## config.mk

```make
export PLATFORM = sky130hd
export DESIGN_NAME = cnt_seq_ctrl
export DESIGN_NICKNAME = d
export VERILOG_FILES = /design/src/rtl/cnt_seq_pkg.sv /design/src/rtl/cnt_seq_core.sv /design/src/rtl/cnt_seq_ctrl.sv
export SDC_FILE = /design/constraint.sdc
export NUM_CORES = 1
export LEC_CHECK = 0
export ABC_CLOCK_PERIOD_IN_PS = 4700
export CAP_MARGIN = 20
export CORE_MARGIN = 1.5
export CORE_UTILIZATION = 49
export CTS_CLUSTER_DIAMETER = 80
export DETAILED_ROUTE_END_ITERATION = 7
export HOLD_SLACK_MARGIN = 0.1
export PLACE_DENSITY_LB_ADDON = 0.12
export SLEW_MARGIN = 25
export SYNTH_ARGS = -nofsm -noshare
export SYNTH_HDL_FRONTEND = slang
export SYNTH_SLANG_ARGS = --single-unit
```

## constraint.sdc

```tcl
create_clock -name clk -period 4.7 [get_ports clk]
set_input_delay 0.47 -clock clk [delete_from_list [all_inputs] [get_ports clk]]
set_output_delay 0.47 -clock clk [all_outputs]
set_load 0.02 [all_outputs]
```

## src/rtl/cnt_seq_pkg.sv

```systemverilog
// Shared types and constants for the counter sequencer.
// The down-count option is selected with the CNT_SEQ_DOWN_EN macro in cnt_seq_ctrl.
package cnt_seq_pkg;

  localparam int WIDTH_DEF  = 3;
  localparam int PASS_W_DEF = 2;

  localparam logic UP   = 1'b0;
  localparam logic DOWN = 1'b1;

  typedef enum logic [1:0] {
    IDLE = 2'd0,
    RUN  = 2'd1,
    DONE = 2'd2
  } state_t;

endpackage

```

## src/rtl/cnt_seq_core.sv

```systemverilog
// Synchronous WIDTH-bit counter with load, enable and up/down step.
// Load has priority over the enabled step.
module cnt_seq_core
  import cnt_seq_pkg::*;
#(
  parameter int WIDTH = WIDTH_DEF
) (
  input  logic             clk,
  input  logic             reset,
  input  logic             load,
  input  logic [WIDTH-1:0] load_val,
  input  logic             en,
  input  logic             down,
  output logic [WIDTH-1:0] count
);

  localparam logic [WIDTH-1:0] ONE = 1;

  logic [WIDTH-1:0] count_q;
  logic [WIDTH-1:0] count_d;

  always_comb begin
    count_d = count_q;
    if (load) begin
      count_d = load_val;
    end else if (en) begin
      count_d = (down == DOWN) ? count_q - ONE : count_q + ONE;
    end
  end

  always_ff @(posedge clk) begin
    if (reset) begin
      count_q <= '0;
    end else begin
      count_q <= count_d;
    end
  end

  assign count = count_q;

endmodule

```

## src/rtl/cnt_seq_ctrl.sv

```systemverilog
// Run/pass sequencer around cnt_seq_core: start, pause, abort, terminal and done reporting.
// Define CNT_SEQ_DOWN_EN to honour dir; otherwise the block counts up only.
module cnt_seq_ctrl
  import cnt_seq_pkg::*;
#(
  parameter int WIDTH  = WIDTH_DEF,
  parameter int PASS_W = PASS_W_DEF
) (
  input  logic              clk,
  input  logic              reset,
  input  logic              start,
  input  logic              stop,
  input  logic              pause,
  input  logic              dir,
  input  logic [WIDTH-1:0]  limit,
  input  logic [PASS_W-1:0] passes,
  output logic [WIDTH-1:0]  count,
  output logic [PASS_W-1:0] pass_cnt,
  output logic              busy,
  output logic              tc,
  output logic              done
);

  localparam logic [PASS_W-1:0] PASS_ONE = 1;

  state_t            state_q, state_d;
  logic [WIDTH-1:0]  limit_q, limit_d;
  logic [PASS_W-1:0] passes_q, passes_d;
  logic [PASS_W-1:0] pass_cnt_q, pass_cnt_d;
  logic              dir_q, dir_d;
  logic              busy_q, busy_d;
  logic              done_q, done_d;

  logic              dir_in;
  logic              cnt_load;
  logic              cnt_en;
  logic [WIDTH-1:0]  cnt_load_val;
  logic [WIDTH-1:0]  terminal;
  logic              at_term;

`ifdef CNT_SEQ_DOWN_EN
  assign dir_in = dir;
`else
  // dir stays on the port but is forced to up, so the down step folds away.
  logic unused_dir;
  assign unused_dir = dir;
  assign dir_in     = UP;
`endif

  assign terminal = (dir_q == DOWN) ? '0 : limit_q;
  assign at_term  = (count == terminal);

  always_comb begin
    state_d      = state_q;
    limit_d      = limit_q;
    passes_d     = passes_q;
    pass_cnt_d   = pass_cnt_q;
    dir_d        = dir_q;
    cnt_load     = 1'b0;
    cnt_en       = 1'b0;
    cnt_load_val = (dir_q == DOWN) ? limit_q : '0;
    unique case (state_q)
      IDLE: begin
        if (start && !stop) begin
          state_d      = RUN;
          limit_d      = limit;
          passes_d     = passes;
          dir_d        = dir_in;
          pass_cnt_d   = '0;
          cnt_load     = 1'b1;
          cnt_load_val = (dir_in == DOWN) ? limit : '0;
        end
      end
      RUN: begin
        if (stop) begin
          state_d = IDLE;
        end else if (!pause) begin
          if (!at_term) begin
            cnt_en = 1'b1;
          end else if (pass_cnt_q != passes_q) begin
            cnt_load   = 1'b1;
            pass_cnt_d = pass_cnt_q + PASS_ONE;
          end else begin
            state_d = DONE;
          end
        end
      end
      DONE: state_d = IDLE;
      default: state_d = IDLE;
    endcase
    busy_d = (state_d == RUN) || (state_d == DONE);
    done_d = (state_d == DONE);
  end

  always_ff @(posedge clk) begin
    if (reset) begin
      state_q    <= IDLE;
      limit_q    <= '0;
      passes_q   <= '0;
      pass_cnt_q <= '0;
      dir_q      <= UP;
      busy_q     <= 1'b0;
      done_q     <= 1'b0;
    end else begin
      state_q    <= state_d;
      limit_q    <= limit_d;
      passes_q   <= passes_d;
      pass_cnt_q <= pass_cnt_d;
      dir_q      <= dir_d;
      busy_q     <= busy_d;
      done_q     <= done_d;
    end
  end

  cnt_seq_core #(
    .WIDTH(WIDTH)
  ) u_core (
    .clk     (clk),
    .reset   (reset),
    .load    (cnt_load),
    .load_val(cnt_load_val),
    .en      (cnt_en),
    .down    (dir_q),
    .count   (count)
  );

  assign pass_cnt = pass_cnt_q;
  assign busy     = busy_q;
  assign done     = done_q;
  assign tc       = (state_q == RUN) && at_term;

endmodule

```

== Word level (Yosys, flattened, before mapping) ==
Cells that the tools add are included.

* Bits in registers: 14
* Input port bits: 11
* Output and inout bits: 8
* Logic and storage cells: 52

* Add/subtract/negate cells: 2
* Eq/ne operators: 10
* Mux-type cells: 24
* Reductions and logical operators: 9

{| class="wikitable"
|+ Operators with widths
! cell !! number
|-
| $mux 2 || 10
|-
| $ne 2x2->1 const B || 5
|-
| $mux 1 || 9
|-
| $pmux 2 s2 || 2
|-
| $mux 3 || 2
|-
| $reduce_and 6->1 || 1
|-
| $eq 2x1->1 const B || 2
|-
| $reduce_bool 2->1 || 2
|-
| $add 3x1->3 const B || 1
|-
| $eq 3x3->1 || 1
|-
| $add 2x1->2 const B || 1
|-
| $eq 2x2->1 const B || 1
|-
| $logic_and 1x1->1 || 2
|-
| $logic_not 2->1 || 1
|-
| $ne 2x2->1 || 1
|-
| $pmux 1 s2 || 1
|-
| $reduce_and 2->1 || 1
|-
| $logic_not 1->1 || 1
|-
| $logic_or 1x1->1 || 1
|}

== Depth between registers and ports, before layout ==
Gate-level depths: netlist (run 1).

* Depth in word-level cells: 8
* Depth in mapped cells: 6
* Gate-level depth less buffers: 6

== By module ==
Synthesis (run 1) repeated with hierarchy kept, for this count alone.

* Cells, all modules: 78
* Area total of the unflattened synthesis: 725.7 µm²

{| class="wikitable"
|+ By module, submodules not included
! module !! times used !! cells each !! area each (µm²) !! sequential area each (µm²)
|-
| cnt_seq_ctrl || 1 || 57 || 548.0 || 220.2
|-
| cnt_seq_core || 1 || 21 || 177.7 || 60.1
|}

== Least setup slack after synthesis (run 1) ==
No wires, ideal clock.

* Kind: reg2reg
* Start point: register u_core.count_q[0] (netlist: u_core.count[0])
* End point: register busy_q (netlist: busy)
* Setup time: 66 ps
* Arrival: 1773 ps
* Data required time: 4634 ps
* Path slack: 2861 ps
* Cell stages (with the launch flop): 7
* Path buffers: 0
* Clock period less this slack: 1839 ps
* Cells stage by stage: dfxtp_1 > xnor2_1 > nand3_1 > or3_1 > a21oi_1 > ha_1 > nor2_1

* Word-level cells in the longest chain between the ends: 7
* Elaborated cells on any way between the ends: 8
* Those cells by class: eq/ne (3); mux (4); reduce/logical (1)

{| class="wikitable"
|+ RTL lines
! item !! line !! text
|-
| start, declared || cnt_seq_core.sv:19 || <nowiki>logic [WIDTH-1:0] count_q;</nowiki>
|-
| start signal, assigned || cnt_seq_core.sv:35 || <nowiki>count_q <= count_d;</nowiki>
|-
| $eq 3x3->1 * || cnt_seq_ctrl.sv:51 || <nowiki>assign at_term = (count == terminal);</nowiki>
|-
| $mux 2 * || cnt_seq_ctrl.sv:78 || <nowiki>if (!at_term) begin</nowiki>
|-
| $mux 2 * || cnt_seq_ctrl.sv:77 || <nowiki>end else if (!pause) begin</nowiki>
|-
| $mux 2 * || cnt_seq_ctrl.sv:75 || <nowiki>if (stop) begin</nowiki>
|-
| $pmux 2 s2 * || cnt_seq_ctrl.sv:62 || <nowiki>unique case (state_q)</nowiki>
|-
| $eq 2x1->1 or $eq 2x2->1 (tied branches) || cnt_seq_ctrl.sv:91 || <nowiki>busy_d = (state_d == RUN) || (state_d == DONE);</nowiki>
|-
| $logic_or 1x1->1 * || cnt_seq_ctrl.sv:91 ||
|-
| end signal, assigned || cnt_seq_ctrl.sv:110 || <nowiki>busy_q <= busy_d;</nowiki>
|-
| end, declared || cnt_seq_ctrl.sv:31 || <nowiki>logic busy_q, busy_d;</nowiki>
|}

Every way passes the cells marked *; elsewhere a longest branch is shown, timed or not.
A chain may end at the register's enable or synchronous reset.

== Worst setup path after layout (run 1) ==
* Start point: register u_core.count_q[1] (netlist: u_core.count[1])
* End point: output port tc

* Word-level cells in the longest chain between the ends: 2

{| class="wikitable"
|+ RTL lines
! item !! line !! text
|-
| $eq 3x3->1 || cnt_seq_ctrl.sv:51 ||
|-
| $logic_and 1x1->1 || cnt_seq_ctrl.sv:130 || <nowiki>assign tc = (state_q == RUN) && at_term;</nowiki>
|-
| end, declared || cnt_seq_ctrl.sv:20 || <nowiki>output logic tc,</nowiki>
|}

Every way passes these cells.

==> results.tsv, run 1 <==
metric	value	unit
run_status	finished clean	
maximum_number_of_pins_on_one_net_before_global_route_repair	15	
crit_fanout	4	
hold_buffers	0	
number_of_global_route_vias_before_repair	507	
num_io_pins	19	
final-setup-viol-count	0	
remaining_drc_errors	0	
report.final.slew_viol_count	0	
clkLatencyLatePin	0.28	ns
regToRegEndpoint	busy	
ys_seq_elements	14	
critPathKind	reg -> out	
avgRoutedWirePerCell	12.88	µm
period_utilization_post_route	0.5303	
drt_pre_antenna_iters	4	
min_delay_path_depth	2	
hold_path.class	reg -> reg	
power.density_cell_area	248.3	nW/µm²
clk_path_buf_depth	2	
setup_skew	0.008774	ns
ff_latch_area	280.3	µm²
die_area	1674	µm²
total_leakage_power	0.0003311	µW
grt_setup_unrepaired	false	
cts_inserted_buffers	3	
detail-route-antenna-nets	0	
critical_path_s_largest_stage_delay	0.60	ns
grt_overflow	0	
most-common-layout-cells	sky130_fd_sc_hd__clkdlybuf4s50_1, sky130_fd_sc_hd__dfxtp_1, sky130_fd_sc_hd__nand2_1, sky130_fd_sc_hd__a21oi_1, sky130_fd_sc_hd__nand3_1	
post_route_setup_tns	0	ns
r2r_slack	2.79	ns
tritoncts_num_sinks	14	
timing.max_cap.violations	0	
worstPathBufferInverterCount	2	
max-vdd-ir-drop	0.0002118	V
final_area	907.1	µm²
nets_finish	110	
postCtsSetupRepairBufs	0	
final_wirelength	1.417	mm
start_kind	flop	
cts.reportedPaths.clkPinSlew	0.08	ns
grt_first_pass_wirelength	2.125	mm
floorplan.initialDensity	0.5347	
area_growth	28.77	%
grt_usage	0.1966	
placement_rows	13	
dieHeight	40.92	µm
worst_r2r_path_depth	6	
post_synth_net_total	90	
detailed_router_s_first_iteration_violation_count	12	
via_per_inst	5.600	
clockRootBuffer	sky130_fd_sc_hd__clkbuf_4	
post_route_cells_drive_above_1_share	0.09474	
headroom_to_the_max_slew_limit	0.6558	
crit_arrival	2.02	ns
globalplace.congestion	0.6937	
post_route_core_utilization	0.6885	
synth_area_per_inst	9.148	µm²
dr_total_vias	616	
fp.dieW	40.92	µm
list_of_cells_traversed_by_the_critical_path	xnor2_1, nand4_1, inv_1, clkdlybuf4s50_1	
synthCells	77	
grt_antenna_before_repair	0	
synth.distinct_cells	31	
worst-slew-pin-transition	0.5147	ns
detailedPlacementHpwl	1.027	mm
hold_ws	0.4693	ns
cts_repair_resize_count	0	
antenna_cells	0	
min_tclk_post_route	2.493	ns
fin_cells	110	
worst_path_max_delay_cell	sky130_fd_sc_hd__clkdlybuf4s50_1	
report.final.hold_viol_count	0	
cp_data_required_time	4.23	ns
core_region_area	1318	µm²
fmax	401.2	MHz
buffer_ports.inserted	17	
number_of_placed_cells_counting_well_taps	107	
htree_levels	1	
placement.cell_area	884.6	µm²
ys.warnings.count	0	
synth_area	704.4	µm²
hold-path-endpoint	limit_q[1]	
timing.critical_path.max_delay_family	buffers and inverters	
r2r_start	u_core.count[0]	
mostFrequentLayoutCell	sky130_fd_sc_hd__clkdlybuf4s50_1	
timing.hold.worst.start	limit_q[1]	
tritoncts	yes	
footprint_of_the_multi_input_gates	411.6	µm²
crit_path_end_kind	output pin	
synth-seq-area-share	0.3979	
final.fill_count	122	
-- cells in the mapped netlist (all sizes together) --
| master | number | share of area |
|---|---|---|
| dfxtp | 14 | 0.40 |
| nand2 | 10 | 0.053 |
| a21oi | 7 | 0.050 |
| nand3 | 5 | 0.036 |
| nor2 | 4 | 0.021 |
| xnor2 | 4 | 0.050 |
| a31oi | 3 | 0.027 |
| nor3 | 3 | 0.021 |
| ha | 2 | 0.036 |
| nor2b | 2 | 0.018 |
| or4 | 2 | 0.021 |
| xor2 | 2 | 0.025 |
| a211oi | 1 | 0.011 |
| a21bo | 1 | 0.014 |
| a22oi | 1 | 0.011 |
| a311oi | 1 | 0.037 |
| buf | 1 | 0.0071 |
| clkbuf | 1 | 0.0053 |
| inv | 1 | 0.0053 |
| mux2i | 1 | 0.014 |
| nand3b | 1 | 0.011 |
| nand4 | 1 | 0.0089 |
| nor4b | 1 | 0.034 |
| o211ai | 1 | 0.011 |
| o21ai | 1 | 0.0071 |
| o31ai | 1 | 0.011 |
| or2 | 1 | 0.0089 |
| or2b | 1 | 0.011 |
| or3 | 1 | 0.0089 |
| or3b | 1 | 0.016 |
| or4b | 1 | 0.014 |
-- how the worst max path moves through the flow --
stage | startpoint | end | cells past startpoint
floorplan | u_core.count[0] | busy | 6
global placement | stop | u_core.count[1] | 4
detailed placement | stop | u_core.count[2] | 4
CTS | u_core.count[1] | tc | 4
global route | u_core.count[0] | tc | 4
finish | u_core.count[1] | tc | 4
-- worst min-delay path: stages (launching register included) --
cell,delay [ns]
sky130_fd_sc_hd__dfxtp_1,0.32
sky130_fd_sc_hd__nand2_1,0.05
sky130_fd_sc_hd__a21oi_1,0.05
-- kinds of logic after synthesis --
| kind of cell | after synthesis | synth area share |
|---|---|---|
| adders and majority gates | 2 | 0.03552 |
| buffers and inverters | 3 | 0.01774 |
| muxes | 1 | 0.01421 |
| DFF | 14 | 0.3979 |
| and+or+nand+nor | 34 | 0.2824 |
| xor gates and xnor gates | 6 | 0.07460 |
| AOI/OAI and AO/OA | 17 | 0.1776 |
-- final cells by class --
cell class,instances,share of cell area
clock buffers,3,0.02483
inverters,1,0.004138
multi-input cells,60,0.4538
flip-flops and latches,14,0.3090
well taps,15,0.02069
repair buffers,17,0.1876
-- metrics by stage --
stage               total power (µW)  setup slack [ns]
floorplan                      147.3             2.861
global placement               161.8             2.305
CTS                            227.8             2.206
finish                         225.2             2.207
global route                   235.6             2.048
detailed placement             162.4             2.295
-- per-layer routing --
| layer | wire length, µm | share of wire | GRT usage |
|---|---|---|---|
| met1 | 665 | 0.47 | 0.2525 |
| met2 | 669 | 0.47 | 0.3008 |
| met3 | 65 | 0.046 | 0.03261 |
| met4 | 17 | 0.012 | 0.1250 |
| met5 | 0 | 0 | 0 |
-- flip-flops by register name, summed over array words and instances, names as in the netlist --
register,flops
state_q,2
u_core.count,3
pass_cnt,2
done,1
limit_q,3
busy,1
passes_q,2
-- report_power, final --
| group | switching [µW] | internal [µW] | leakage [µW] |
|---|---|---|---|
| clock network | 35.7 | 29.7 | 0.0000138 |
| registers | 2.38 | 122 | 0.000114 |
| logic | 18.3 | 17.3 | 0.000204 |
| total | 56.4 | 169 | 0.000331 |
(Power assumes the default switching activity.)
==> inputs of run 2 (changes only) <==
--- a/config.mk
+++ b/config.mk
@@ -5,10 +5,10 @@
 export SDC_FILE = /design/constraint.sdc
 export NUM_CORES = 1
 export LEC_CHECK = 0
-export ABC_CLOCK_PERIOD_IN_PS = 4700
+export ABC_CLOCK_PERIOD_IN_PS = 2250
 export CAP_MARGIN = 20
 export CORE_MARGIN = 1.5
-export CORE_UTILIZATION = 49
+export CORE_UTILIZATION = 41
 export CTS_CLUSTER_DIAMETER = 80
 export DETAILED_ROUTE_END_ITERATION = 7
 export HOLD_SLACK_MARGIN = 0.1
==> constraint.sdc (replaced) <==
create_clock -name clk -period 2.25 [get_ports clk]
set_input_delay 0.225 -clock clk [delete_from_list [all_inputs] [get_ports clk]]
set_output_delay 0.225 -clock clk [all_outputs]
set_load 0.02 [all_outputs]
==> results.tsv, run 2 (synthesized netlist as in run 1, its figures left out) <==
metric	value	unit	change
run_status	finished clean		
number_of_placed_cells_counting_well_taps	111		+3.7%
hold_ws	0.4718	ns	+0.002544 ns
clkLatencyLatePin	0.27	ns	about the same
tritoncts_num_sinks	14		unchanged
report.final.hold_viol_count	0		unchanged
clockRootBuffer	sky130_fd_sc_hd__clkbuf_4		
fin_cells	114		+3.6%
clk_path_buf_depth	2		unchanged
start_kind	flop		
nets_finish	113		+2.7%
grt_antenna_before_repair	0		unchanged
final-setup-viol-count	0		unchanged
r2r_slack	0.46	ns	-2.33 ns
hold_path.class	reg -> reg		
crit_arrival	1.85	ns	-0.17 ns
timing.critical_path.max_delay_family	buffers and inverters		
worstPathBufferInverterCount	2		unchanged
setup_skew	0.001743	ns	-0.007032 ns
report.final.slew_viol_count	0		unchanged
cp_data_required_time	2.03	ns	-2.20 ns
headroom_to_the_max_slew_limit	0.6518		-0.003952
floorplan.initialDensity	0.4518		-0.08282
footprint_of_the_multi_input_gates	429.2	µm²	+4.3%
mostFrequentLayoutCell	sky130_fd_sc_hd__clkdlybuf4s50_1		
list_of_cells_traversed_by_the_critical_path	xnor2_2, nand4_1, inv_1, clkdlybuf4s50_1		
number_of_global_route_vias_before_repair	561		+11%
die_area	1976	µm²	+18%
max-vdd-ir-drop	0.0002928	V	+38%
most-common-layout-cells	sky130_fd_sc_hd__clkdlybuf4s50_1, sky130_fd_sc_hd__dfxtp_1, sky130_fd_sc_hd__nand2_1, sky130_fd_sc_hd__a21oi_1, sky130_fd_sc_hd__nand3_1		
remaining_drc_errors	0		unchanged
dieHeight	44.45	µm	+8.6%
hold_buffers	0		unchanged
timing.max_cap.violations	0		unchanged
final_wirelength	1.401	mm	-1.1%
crit_fanout	4		unchanged
globalplace.congestion	0.7369		+6.2%
post_route_cells_drive_above_1_share	0.1531		+0.05832
grt_overflow	0		unchanged
fp.dieW	44.45	µm	+8.6%
detail-route-antenna-nets	0		unchanged
detailed_router_s_first_iteration_violation_count	18		+6
tritoncts	yes		
core_region_area	1559	µm²	+18%
avgRoutedWirePerCell	12.29	µm	-4.6%
final.fill_count	151		+24%
antenna_cells	0		unchanged
grt_usage	0.1667		-0.02994
buffer_ports.inserted	17		unchanged
worst_path_max_delay_cell	sky130_fd_sc_hd__clkdlybuf4s50_1		
num_io_pins	19		unchanged
fmax	481.6	MHz	
placement_rows	14		+1
critPathKind	reg -> out		
crit_path_end_kind	output pin		
htree_levels	1		unchanged
drt_pre_antenna_iters	6		+2
grt_setup_unrepaired	false		
period_utilization_post_route	0.9229		
ff_latch_area	280.3	µm²	unchanged
dr_total_vias	618		+0.32%
worst-slew-pin-transition	0.5206	ns	+0.005911 ns
via_per_inst	5.421		-3.2%
area_growth	34.64	%	
detailedPlacementHpwl	1.031	mm	+0.36%
critical_path_s_largest_stage_delay	0.60	ns	about the same
grt_first_pass_wirelength	2.359	mm	+11%
total_leakage_power	0.0003481	µW	+5.1%
min_tclk_post_route	2.077	ns	
power.density_cell_area	500.4	nW/µm²	+100%
post_route_setup_tns	0	ns	unchanged
cts.reportedPaths.clkPinSlew	0.08	ns	about the same
maximum_number_of_pins_on_one_net_before_global_route_repair	15		unchanged
cts_inserted_buffers	3		unchanged
==> run 2: cell types whose count changed in the layout (fill, tap and decap cells not counted) <==
cell                      change
sky130_fd_sc_hd__xnor2_1      -2
sky130_fd_sc_hd__nor2b_2      +1
sky130_fd_sc_hd__buf_4        +3
sky130_fd_sc_hd__nor2b_1      -1
sky130_fd_sc_hd__xnor2_2      +2
==> run 2: routing by layer <==
metal	vias up	part of all wire	global-route usage	wire (µm)
li1	325	-	-	-
met1	276	0.48	0.2184	674
met2	15	0.46	0.2529	651
met3	2	0.046	0.03673	64
met4	0	0.0071	0.09091	10
met5	-	0	0	0
==> run 2: area by class of cell <==
class / count / area share
inverter: 1 / 0.003958
multi-input combinational: 60 / 0.4525
timing repair buffer: 20 / 0.2032
clock buffer: 3 / 0.02375
tap: 16 / 0.02111
sequential: 14 / 0.2955
==> run 2: worst paths after layout <==
check                   from    endpoint  cells after the start
max          u_core.count[0]          tc                      4
min               limit_q[1]  limit_q[1]                      2
max reg2reg  u_core.count[1]        busy                      7
min reg2reg       limit_q[1]  limit_q[1]                      2
==> run 2: worst reg2reg max path, stage by stage, from the launching register on <==
cell and delay (ns):
sky130_fd_sc_hd__dfxtp_1 0.35, sky130_fd_sc_hd__xnor2_1 0.22, sky130_fd_sc_hd__buf_4 0.17, sky130_fd_sc_hd__nand3_1 0.08, sky130_fd_sc_hd__or3_1 0.40, sky130_fd_sc_hd__a21oi_1 0.18
sky130_fd_sc_hd__ha_1 0.24, sky130_fd_sc_hd__nor2_1 0.09
==> run 2: power breakdown <==
part | switching (µW) | internal (µW) | total [µW]
sequential | 5.47 | 255 | 260
combinational | 39.1 | 40.9 | 80.0
clock | 72.7 | 61.9 | 135
==> run 2: through the flow <==
stage	cell area [µm²]	power, µW	util	worst slack [ns]
floorplan	704.4	307.7	-	0.4111
global placement	908.4	343.2	0.5827	0.2251
detailed placement	908.4	344.2	0.5827	0.1911
CTS	930.9	480.1	0.5971	0.0007572
global route	948.4	502.5	0.6083	0.07467
finish	948.4	474.5	0.6083	0.1734
==> run 2: what timing repair did <==
action | CTS | global route
endpoints found under the setup margin | 0 | 1
resized for setup | 0 | 3
buffers inserted | 0 | 0
endpoints found under the hold margin | 0 | 0
==> inputs of run 3 (changes only) <==
--- a/config.mk
+++ b/config.mk
@@ -12,7 +12,7 @@
 export CTS_CLUSTER_DIAMETER = 80
 export DETAILED_ROUTE_END_ITERATION = 7
 export HOLD_SLACK_MARGIN = 0.1
-export PLACE_DENSITY_LB_ADDON = 0.12
+export PLACE_DENSITY = 0.79
 export SLEW_MARGIN = 25
 export SYNTH_ARGS = -nofsm -noshare
 export SYNTH_HDL_FRONTEND = slang
==> results.tsv, run 3 (synthesized netlist as in run 1, its figures left out) <==
metric	value	unit	change
final-setup-viol-count	0		unchanged
placement_rows	14		unchanged
core_region_area	1559	µm²	unchanged
tritoncts_num_sinks	14		unchanged
die_area	1976	µm²	unchanged
r2r_slack	0.42	ns	-0.04 ns
timing.critical_path.max_delay_family	buffers and inverters		
number_of_global_route_vias_before_repair	562		+0.18%
avgRoutedWirePerCell	12.83	µm	+4.4%
maximum_number_of_pins_on_one_net_before_global_route_repair	15		unchanged
power.density_cell_area	541.5	nW/µm²	+8.2%
r2r_start	pass_cnt[1]		
regToRegEndpoint	busy		
post_route_setup_tns	0	ns	unchanged
crit_fanout	5		+1
dr_total_vias	630		+1.9%
worstPathBufferInverterCount	2		unchanged
grt_setup_unrepaired	false		
post_route_cells_drive_above_1_share	0.1633		+0.01020
dieHeight	44.45	µm	unchanged
clockRootBuffer	sky130_fd_sc_hd__clkbuf_4		
period_utilization_post_route	0.9375		+0.01463
grt_antenna_before_repair	0		unchanged
min_tclk_post_route	2.109	ns	+0.03291 ns
violations_in_the_final_reports	design-rule violations		
drt_pre_antenna_iters	6		unchanged
cts_repair_resize_count	0		unchanged
antenna_cells	0		unchanged
postCtsSetupRepairBufs	0		unchanged
floorplan.initialDensity	0.4518		unchanged
fmax	474.1	MHz	-1.6%
final.fill_count	134		-11%
hold_path.class	reg -> reg		
detail-route-antenna-nets	0		unchanged
nets_finish	112		-0.88%
list_of_cells_traversed_by_the_critical_path	nor2b_2, nand4_1, inv_1, clkdlybuf4s50_1		
hold_buffers	0		unchanged
final_wirelength	1.463	mm	+4.4%
worst-slew-pin-transition	0.5123	ns	-0.008280 ns
crit_arrival	1.88	ns	+0.03 ns
mostFrequentLayoutCell	sky130_fd_sc_hd__clkdlybuf4s50_1		
via_per_inst	5.526		+1.9%
critical_path_s_largest_stage_delay	0.60	ns	about the same
crit_path_end_kind	output pin		
setup_skew	0.008279	ns	+0.006537 ns
remaining_drc_errors	1		+1
num_io_pins	19		unchanged
clk_path_buf_depth	2		unchanged
report.final.slew_viol_count	0		unchanged
worst_path_max_delay_cell	sky130_fd_sc_hd__clkdlybuf4s50_1		
globalplace.congestion	0.7592		+3.0%
area_growth	36.59	%	
run_status	complete, but fails checks		
tritoncts	yes		
clkLatencyLatePin	0.28	ns	about the same
grt_usage	0.1702		+0.003510
timing.max_cap.violations	0		unchanged
max-vdd-ir-drop	0.0003010	V	+2.8%
cts_inserted_buffers	3		unchanged
htree_levels	1		unchanged
start_kind	flop		
fp.dieW	44.45	µm	unchanged
worst-path-stages	4		unchanged
grt_overflow	0		unchanged
report.final.hold_viol_count	0		unchanged
worst_setup_path_endpoint	tc		
buffer_ports.inserted	17		unchanged
total_power	521.0	µW	+9.8%
detailed_router_s_first_iteration_violation_count	4		-14
grt_first_pass_wirelength	2.442	mm	+3.5%
startpoint	state_q[0]		
worst_r2r_path_depth	6		-1
headroom_to_the_max_slew_limit	0.6574		+0.005537
critPathKind	reg -> out		
cp_data_required_time	2.03	ns	about the same
total_leakage_power	0.0003525	µW	+1.3%
most-common-layout-cells	sky130_fd_sc_hd__clkdlybuf4s50_1, sky130_fd_sc_hd__dfxtp_1, sky130_fd_sc_hd__nand2_1, sky130_fd_sc_hd__a21oi_1, sky130_fd_sc_hd__nand3_1		
cts.reportedPaths.clkPinSlew	0.09	ns	about the same
-- run 3: worst min path at each step --
| stage | start | slack (ns) | end | cells past startpoint |
|---|---|---|---|---|
| 2_1_floorplan | reset | 0.30 | done | 1 |
| 3_3_place_gp | passes_q[1] | 0.46 | passes_q[1] | 2 |
| 3_5_place_dp | limit_q[2] | 0.46 | limit_q[2] | 2 |
| 4_1_cts | limit_q[2] | 0.48 | limit_q[2] | 2 |
| 5_1_grt | passes_q[0] | 0.50 | passes_q[0] | 2 |
| 6_report | passes_q[1] | 0.48 | passes_q[1] | 2 |
-- run 3: per-stage QoR --
| step | instance area (µm²) | utilization | hold WS [ns] | setup slack (ns) | std cells |
|---|---|---|---|---|---|
| final | 962.2 | 0.6172 | 0.4761 | 0.1405 | 114 |
| after global routing | 962.2 | 0.6172 | 0.4950 | 0.001444 | 114 |
| after CTS | 937.1 | 0.6011 | 0.4768 | 0.03262 | 114 |
| after detailed placement | 900.9 | 0.5778 | 0.4646 | 0.1941 | 110 |
| after global placement | 900.9 | 0.5778 | 0.4564 | 0.2431 | 110 |
| after floorplan | 704.4 | - | 0.2966 | 0.4111 | 77 |
-- run 3: tightest hold or removal path, cell delays in order, from the launching register on --
cell                      delay (ns)
sky130_fd_sc_hd__dfxtp_1        0.33
sky130_fd_sc_hd__nand2_1        0.05
sky130_fd_sc_hd__a21oi_1        0.05
-- run 3: report_power, final --
group          internal [µW]  switching [µW]  leakage [µW]
Combinational           40.5            38.7      0.000218
Clock                   98.3            83.1     0.0000210
Sequential               255            5.85      0.000114
Total                    393             128      0.000352
-- run 3: metal layers --
layer | vias up | part of all wire | global-route usage
li1 | 321 | - | -
met1 | 291 | 0.44 | 0.2065
met2 | 16 | 0.51 | 0.2853
met3 | 2 | 0.042 | 0.04082
met4 | 0 | 0.0062 | 0.07273
met5 | - | 0 | 0
-- run 3: final cells by class --
| cell class | count | area, µm² | area share |
|---|---|---|---|
| inverter | 1 | 3.754 | 0.003901 |
| tap | 16 | 20.02 | 0.02081 |
| timing repair buffer | 19 | 185.2 | 0.1925 |
| multi-input combinational | 60 | 436.7 | 0.4538 |
| sequential | 14 | 280.3 | 0.2913 |
| clock buffer | 4 | 36.28 | 0.03771 |
